## src/rtl/shift_pkg.sv

```systemverilog
// shift_pkg: shared state encoding and counter sizing for shift blocks.
package shift_pkg;
    typedef enum logic [1:0] {
        ST_IDLE  = 2'd0,
        ST_SHIFT = 2'd1,
        ST_DONE  = 2'd2
    } state_t;

    function automatic int cnt_w(input int width);
        return $clog2(width);
    endfunction
endpackage

```

## src/rtl/shift_xcvr_bit_counter.sv

```systemverilog
// bit_counter: frame bit counter with synchronous clear, saturating at WIDTH-1.
module bit_counter
    import shift_pkg::*;
#(
    parameter int WIDTH = 8
) (
    input  logic clk,
    input  logic rst,
    input  logic clear,
    input  logic en,
    output logic last
);
    localparam int CW = cnt_w(WIDTH);
    localparam logic [CW-1:0] LAST = CW'(WIDTH - 1);

    logic [CW-1:0] count;

    assign last = count == LAST;

    always_ff @(posedge clk or posedge rst)
        if (rst)
            count <= '0;
        else if (clear)
            count <= '0;
        else if (en && !last)
            count <= count + 1'b1;
endmodule

```

## src/rtl/shift_xcvr.sv

```systemverilog
// shift_xcvr: full-duplex framed shift transceiver with valid/ready on both
// parallel sides and selectable bit order.
module shift_xcvr
    import shift_pkg::*;
#(
    parameter int WIDTH     = 8,
    parameter bit MSB_FIRST = 1'b1
) (
    input  logic             clk,
    input  logic             rst,
    input  logic             shift_en,
    input  logic             in_valid,
    output logic             in_ready,
    input  logic [WIDTH-1:0] in_data,
    input  logic             serial_in,
    output logic             serial_out,
    output logic             out_valid,
    input  logic             out_ready,
    output logic [WIDTH-1:0] out_data,
    output logic             busy
);
    state_t           state, state_nxt;
    logic [WIDTH-1:0] shift_reg, shifted;
    logic             load, strobe, last, finish;

    assign in_ready  = state == ST_IDLE || (state == ST_DONE && out_ready);
    assign load      = in_valid && in_ready;
    assign strobe    = state == ST_SHIFT && shift_en;
    assign finish    = strobe && last;
    assign busy      = state == ST_SHIFT;
    assign out_valid = state == ST_DONE;
    assign shifted   = MSB_FIRST ? {shift_reg[WIDTH-2:0], serial_in}
                                 : {serial_in, shift_reg[WIDTH-1:1]};

    always_ff @(posedge clk or posedge rst)
        if (rst)
            state <= ST_IDLE;
        else
            state <= state_nxt;

    // Load takes priority so DONE can hand straight over to the next frame.
    always_comb begin
        state_nxt = state;
        state_nxt = load ? ST_SHIFT
                  : finish ? ST_DONE
                  : (state == ST_DONE && out_ready) ? ST_IDLE
                  : state;
    end

    always_ff @(posedge clk or posedge rst)
        if (rst) begin
            shift_reg  <= '0;
            serial_out <= 1'b0;
            out_data   <= '0;
        end else if (load) begin
            shift_reg  <= in_data;
            serial_out <= MSB_FIRST ? in_data[WIDTH-1] : in_data[0];
        end else if (strobe) begin
            shift_reg  <= shifted;
            serial_out <= finish ? 1'b0 : (MSB_FIRST ? shift_reg[WIDTH-2] : shift_reg[1]);
            if (finish)
                out_data <= shifted;
        end

    bit_counter #(.WIDTH(WIDTH)) u_cnt (
        .clk   (clk),
        .rst   (rst),
        .clear (load),
        .en    (strobe),
        .last  (last)
    );
endmodule

```

## config.mk

```make
export PLATFORM = sky130hd
export DESIGN_NAME = shift_xcvr
export DESIGN_NICKNAME = d
export VERILOG_FILES = /design/src/rtl/shift_pkg.sv /design/src/rtl/shift_xcvr_bit_counter.sv /design/src/rtl/shift_xcvr.sv
export SDC_FILE = /design/constraint.sdc
export NUM_CORES = 1
export LEC_CHECK = 0
export CAP_MARGIN = 30
export CORE_UTILIZATION = 45
export DETAILED_ROUTE_END_ITERATION = 12
export PLACE_DENSITY = 0.75
export SLEW_MARGIN = 15
export SYNTH_ARGS = -nofsm -noshare
export SYNTH_HDL_FRONTEND = slang
export SYNTH_SLANG_ARGS = --single-unit
```

## constraint.sdc

```tcl
create_clock -name clk -period 1.7 [get_ports clk]
set_input_delay 0.255 -clock clk [delete_from_list [all_inputs] [get_ports clk]]
set_output_delay 0.255 -clock clk [all_outputs]
set_load 0.01 [all_outputs]
```

Word level (Yosys, flattened, before mapping). Cells that the tools add are included.

Equality and inequality tests: 3. Bitwise gates (word level): 1. Multiplexer cells: 10. Add/sub/neg operators: 1. Reductions and logical operators: 12.

Operator list (number): $mux 7 (2); $mux 2 (3); $mux 3 (2); $logic_and 1x1->1 (5); $reduce_bool 2->1 (2); $add 3x1->3 const B (1); $eq 3x3->1 const B (1); $mux 1 (3); $reduce_and 3->1 (1); $reduce_bool 3->1 (1); $eq 2x1->1 const B (1); $eq 2x2->1 const B (1); $logic_not 2->1 (1); $logic_not 1->1 (1); $logic_or 1x1->1 (1); $not 1->1 (1).

Logic and storage cells: 32. Output and inout bits: 12. Input port bits: 14. Register bits: 21.

Depth between registers and ports, before layout.
Depth in word-level cells: 6. Depth in mapped cells: 5. Mapped depth without buffers: 5.

Modules after synthesis. Synthesis repeated with hierarchy kept, for this count alone.

Cells, all modules: 72. Area, all modules: 1003.5 µm².

Modules (own cells, without submodules): shift_xcvr (seq. area each 450.4 µm², times used 1, area each 815.8 µm², cells an instance 56); bit_counter (seq. area each 75.1 µm², times used 1, area each 187.7 µm², cells an instance 16).

Worst setup path before layout. OpenSTA, ideal clock, no wires.

Kind: flip-flop to flip-flop. Start: register state[1]. End: register serial_out. Cell stages (with the launch flop): 5. Slack: 0.271 ns. Arrival time: 1.304 ns. Setup time: 0.125 ns. Buffers on the path: 1. Clock period less this slack: 1.429 ns. Required time: 1.575 ns. Path through: dfrtp_1 > and2b_1 > nor3_2 > buf_2 > mux2_2.

Word-level cells in the longest chain between the ends: 6. Elaborated cells between the ends (all ways): 12. Those cells by class: eq/ne: 2; mux: 3; reduce/logical: 7.

RTL lines: from (decl) (RTL line shift_xcvr.sv:22) `state_t state, state_nxt;`; from (signal assigned) (RTL line shift_xcvr.sv:39) `state <= state_nxt;`; $eq 2x1->1 (RTL line shift_xcvr.sv:28) `assign strobe = state == ST_SHIFT && shift_en;`; $logic_and 1x1->1 (RTL line shift_xcvr.sv:28); $logic_and 1x1->1 (RTL line shift_xcvr.sv:29) `assign finish = strobe && last;`; $mux 1 (RTL line shift_xcvr.sv:60) `serial_out <= finish ? 1'b0 : (MSB_FIRST ? shift_reg[WIDTH-2] : shift_reg[1]);`; $mux 1 (RTL line shift_xcvr.sv:58) `end else if (strobe) begin`; $mux 1 (RTL line shift_xcvr.sv:55) `end else if (load) begin`; to (signal assigned) (RTL line shift_xcvr.sv:57) `serial_out <= MSB_FIRST ? in_data[WIDTH-1] : in_data[0];`; to (signal assigned) (RTL line shift_xcvr.sv:60); to (decl) (RTL line shift_xcvr.sv:16) `output logic serial_out,`.

Several ways; a longest one is shown, not always the timed one. The select of a mux whose other input is x is not followed. A chain may end at the register's enable or synchronous reset.

Final worst setup path.
Start: register state[1]. End: register shift_reg[3].

Word-level cells in the longest chain between the ends: 5. Elaborated cells between the ends (all ways): 9. Those cells by class: eq/ne: 2; mux: 1; reduce/logical: 6.

RTL lines: $eq 2x2->1 (RTL line shift_xcvr.sv:26) `assign in_ready = state == ST_IDLE || (state == ST_DONE && out_ready);`; $logic_and 1x1->1 (RTL line shift_xcvr.sv:26); $logic_or 1x1->1 (RTL line shift_xcvr.sv:26); $logic_and 1x1->1 (RTL line shift_xcvr.sv:27) `assign load = in_valid && in_ready;`; $mux 7 or $reduce_bool 2->1 (tied branches); to (signal assigned) (RTL line shift_xcvr.sv:56) `shift_reg <= in_data;`; to (signal assigned) (RTL line shift_xcvr.sv:59) `shift_reg <= shifted;`; to (decl) (RTL line shift_xcvr.sv:23) `logic [WIDTH-1:0] shift_reg, shifted;`.

Several ways; a longest one is shown, not always the timed one.

==> key figures <==
Routing
  – Detailed Route WL: 1760 µm
  – Wirelength per Cell: 13.3 µm
  – Vias: 680
  – # DRC: 0
  – DR vias/cell: 5.11
  – Final ANT Viol Nets: 0
  – 1st-pass router iterations: 3
  – DR iter-0 viols: 6

Floorplan
  – Initial core utilization: 49.6%
  – Die ar.: 2420 µm²
  – DIE WIDTH: 49.2 µm
  – Core area: 2020 µm²
  – Rows: 16
  – Io pins: 26
  – Die Y: 49.2 µm

Logic synthesis
  – Post-Synth XOR/XNOR Area: 0.874%
  – Synth Register Bits: 21
  – Register area share after synthesis: 52.4%
  – Cells after Synth: 75
  – Synth Area in Adders: 2.50%
  – Synth Area in Compound Gates: 6.12%
  – Main combinational cell family by area after synthesis: multiplexers
  – Post-Synth Simple-Gate Area: 10.2%
  – Avg Inst Size Synth: 13.4 µm²
  – Post-Syn Area: 1000 µm²
  – Syn_nets: 91
  – YS warnings: 0
  – Netlist cell types: 23
  – Mux cell area share after synthesis: 24.0%

Place
  – Port bufs: 25
  – Detailed placement HPWL: 1320 µm
  – Placed cells: 128
  – Place WS: -156 ps
  – Final GP Congestion: 0.742
  – Placed instance area: 1290 µm²

STA
  – RSZ-0062 raised after global routing: no
  – Slew headroom: 81.8%
  – Fin crit period: 1570 ps
  – Clock Skew: 6.72 ps
  – Slew of the pin with the lowest slew margin: 272 ps
  – Fin crit share: 92.5%
  – Final hold violation count: 0
  – Setup slack after layout: 128 ps
  – Final slew viol count: 0
  – Setup-failing EPs final: 0
  – Max frequency: 636 MHz

Setup path
  – Critical path launch point type: flip-flop
  – RR Endpoint: shift_reg[3]$_DFFE_PP0P_
  – R2r setup slk: 130 ps
  – Worst setup EP type: flip-flop
  – R2R cell count: 4
  – Reg2Reg Launch Point: state[1]$_DFFE_PP0P_
  – Setup CP Type: reg2reg
  – Critical path required time: 1890 ps
  – Worst Path Max Fanout: 7
  – Crit path arrival time: 1760 ps

Pwr
  – Peak supply drop: 0.834 mV
  – Power Density: 1510 nW/µm²
  – Leakage: 0.606 nW

Cells and area
  – Share of layout cells above drive strength 1: 30.2%
  – FF+latch area: 526 µm²
  – Post-route insts no fill: 133
  – Area grow syn2layout: 31.7%
  – Design area: 1320 µm²
  – Nets: 123
  – Max reg flops: 8
  – Multi-input logic area: 439 µm²
  – Layout fillers: 165
  – Ant. Diodes: 0

Clocking
  – CTS buffer count: 3
  – Hold_buf cts: 0
  – CTS tree: done
  – Clk pin slew, worst setup/hold paths: 110 ps
  – Clock sink count: 21
  – Max H-tree Level: 1
  – Clock latency on the worst-skew pair: 300 ps
  – Clock Tree Buf Depth: 2
  – Root buffer cell: clkbuf_4

GRT
  – First-pass GRT wire length: 3060 µm
  – Initial antenna violation count: 0
  – Largest net degree at the start of global routing: 22
  – Vias in the first global route: 698
  – Gr ovfl total: 0
  – Gr usage total: 16.9%

Min path
  – Worst Hold Class: in2async

Run status
  – Status: completed

Flow run
  – MaxCap Viol Count: 0
==> routing by layer <==
metal / vias to the layer above / track usage, % / share of wire [%]
met5: - / 0 / 0
met2: 16 / 28.3 / 51
li1: 323 / - / -
met4: 0 / 7.35 / 1.8
met1: 336 / 20.9 / 43
met3: 5 / 3.74 / 3.8
==> cells by family after synthesis <==
group / Yosys count
compound gates: 9
xor+xnor: 1
fa+ha+maj: 2
buf+inv: 6
flops: 21
mux: 20
simple gates: 16
==> per-stage QoR <==
step	hold slack, ps	utilization (%)	TNS [ps]	power [mW]
floorplan	232	-	0	1.44
global placement	488	63.7	-1750	1.74
detailed placement	492	63.7	-1890	1.78
CTS	278	65.2	0	2.01
global route	292	65.3	0	2.13
finish	269	65.3	0	1.99
==> cells in the final DEF, fill, tap and decap left out, types with 2 or more instances in the layout <==
master and count:
clkdlybuf4s50_1 22, dfrtp_1 21, mux2_2 16, buf_4 5
mux2_4 4, inv_1 3, nand2_1 3, o21ai_0 3
nor2b_1 3, clkbuf_4 3, dlygate4sd2_1 3, nor2_1 2
a21oi_1 2, and2_0 2, a221o_1 2, ha_1 2
==> critical path: stages, from the launching register on <==
cell and delay [ps]:
dfrtp_1 400, buf_4 150, and3b_2 350, mux2_4 320, mux2_2 260
==> where the power goes <==
part / total, mW / switching [mW] / internal [mW]
Sequential: 0.843 / 0.127 / 0.716
Combinational: 0.914 / 0.335 / 0.579
Clock: 0.235 / 0.143 / 0.0915
Total: 1.99 / 0.604 / 1.39
==> cells in the mapped netlist <==
master | number | area, µm²
dfrtp_1 | 21 | 526
mux2_2 | 16 | 180
mux2_4 | 4 | 60.1
inv_1 | 3 | 11.3
nand2_1 | 3 | 11.3
nor2b_1 | 3 | 18.8
o21ai_0 | 3 | 15.0
a21oi_1 | 2 | 10.0
a221o_1 | 2 | 20.0
and2_0 | 2 | 12.5
buf_6 | 2 | 22.5
ha_1 | 2 | 25.0
nor2_1 | 2 | 7.51
and2b_1 | 1 | 7.51
and3b_1 | 1 | 8.76
and4bb_2 | 1 | 12.5
buf_2 | 1 | 5.00
nand2_2 | 1 | 6.26
nand3b_1 | 1 | 7.51
nor3_2 | 1 | 10.0
o21a_1 | 1 | 7.51
o31a_1 | 1 | 8.76
xnor2_1 | 1 | 8.76
==> layout make-up <==
cell class | instances | share of cell area [%]
Tap cell | 27 | 2.56
Multi-Input combinational cell | 48 | 33.3
Timing Repair Buffer | 30 | 21.5
Inverter | 3 | 0.853
Sequential cell | 21 | 39.8
Clock buffer | 4 | 1.99
==> what timing repair did <==
item,CTS,global route
buffers inserted,1,0
endpoints found under the setup margin,3,13
hold endpoints to repair,0,0
resized for setup,3,1
==> worst max-delay path by stage <==
stage / endpoint / slack, ps / start
2_1_floorplan: serial_out$_DFFE_PP0P_ / 270 / state[1]$_DFFE_PP0P_
5_1_grt: shift_reg[3]$_DFFE_PP0P_ / 70 / state[1]$_DFFE_PP0P_
4_1_cts: shift_reg[3]$_DFFE_PP0P_ / 20 / state[1]$_DFFE_PP0P_
3_3_place_gp: shift_reg[3]$_DFFE_PP0P_ / -140 / shift_en
3_5_place_dp: serial_out$_DFFE_PP0P_ / -160 / shift_en
6_report: shift_reg[3]$_DFFE_PP0P_ / 130 / state[1]$_DFFE_PP0P_
Note: power is estimated with default switching activity, not from simulation.
==> edit, RTL diff (same flow settings) <==
`WIDTH` is set to 8 in 2 places; all go to 9.
--- a/src/rtl/shift_xcvr_bit_counter.sv
+++ b/src/rtl/shift_xcvr_bit_counter.sv
@@ -3,5 +3,5 @@
     import shift_pkg::*;
 #(
-    parameter int WIDTH = 8
+    parameter int WIDTH = 9
 ) (
     input  logic clk,
--- a/src/rtl/shift_xcvr.sv
+++ b/src/rtl/shift_xcvr.sv
@@ -4,5 +4,5 @@
     import shift_pkg::*;
 #(
-    parameter int WIDTH     = 8,
+    parameter int WIDTH     = 9,
     parameter bit MSB_FIRST = 1'b1
 ) (
Interface: changed (resized in_data and out_data); port bits go from 26 to 28. No check against the original RTL was run, so the function may have changed too.
==> edit against the original RTL <==
Worst setup slack better by 6.5 ps; worst hold slack better by 3.7 ps; critical endpoint is now in_ready; synthesized area is 9.7% higher; critical path depth stayed put; final area is 12% higher; total power is 12% higher; sequential share of layout area is 0.81 points higher; routed wire length is 27% higher; sequential cell count is 3 higher.
==> edit: results (changes against the original RTL) <==
* Multi-input logic area at 460 um2 (was 439 um2)
* Cell variety after synth at 24 (was 23)
* Bufs w/o clock at 36 (was 30)
* R2R Setup Slk at 150 ps (was 130 ps)
* Synth top cells by count: 24 x dfrtp_1, 9 x a221o_1, 8 x and2_1, 8 x mux2_2, 8 x o21ai_0 (was 21 x dfrtp_1, 16 x mux2_2, 4 x mux2_4)
* Setup bufs post-CTS at 2 (was 1)
* Synth Area in Adders at 0.0228 (was 0.0250)
* Met2 WL post-DR at 1.09 mm (was 900 um)
* Final hold slack at 273 ps (was 269 ps)
* Vias at 836 (was 680)
* Reg area at 602 um2 (was 526 um2)
* Vias in the first global route at 858 (was 698)
* Total track usage at 0.205 (was 0.169)
* Synth top area cells: dfrtp_1 55%, a221o_1 8.2%, mux2_2 8.2% (was dfrtp_1 52%, mux2_2 18%, mux2_4 6.0%)
* Peak fanout along the critical path at 4 (was 7)
* Sequential-to-total area share from yosys stat at 0.546 (was 0.524)
* Largest register FFs at 9 (was 8)
* Die area at 2650 um2 (was 2420 um2)
* Slew HR at 0.744 (was 0.818)
* Reg2reg end: out_data[1]$_DFFE_PP0P_ (was shift_reg[3]$_DFFE_PP0P_)
* Syn Nets at 105 (was 91)
* Drt first-iter violations at 14 (was 6)
* Arr. time, crit path at 1310 ps (was 1760 ps)
* Status: finished, final reports clean (unchanged)
* Reg-to-Reg Start: u_cnt.count[0]$_DFFE_PP0P_ (was state[1]$_DFFE_PP0P_)
-- edit: worst max-delay path by stage --
stage                          startpoint                      end  slack, ps
6_report                        out_ready                 in_ready        130
5_1_grt                         out_ready                 in_ready         70
4_1_cts        u_cnt.count[0]$_DFFE_PP0P_  out_data[1]$_DFFE_PP0P_        140
3_5_place_dp                    out_ready                 in_ready       -120
3_3_place_gp                    out_ready                 in_ready       -110
2_1_floorplan  u_cnt.count[0]$_DFFE_PP0P_  out_data[0]$_DFFE_PP0P_        220
-- edit: per-stage QoR --
step,total power [uW],cells
global placement,1950,147
global route,2420,152
detailed placement,1990,147
floorplan,1580,88
finish,2230,152
CTS,2250,152
-- edit: power breakdown --
part | switching, uW | total [uW] | internal (uW)
clock network | 166 | 248 | 82.8
registers | 161 | 964 | 803
logic | 438 | 1020 | 581
total | 765 | 2230 | 1470
-- edit: worst max-delay path, stage by stage --
cell and delay, ps:
clkdlybuf4s50_1 480, and2b_1 220, nor2_1 90, dlygate4sd2_1 270
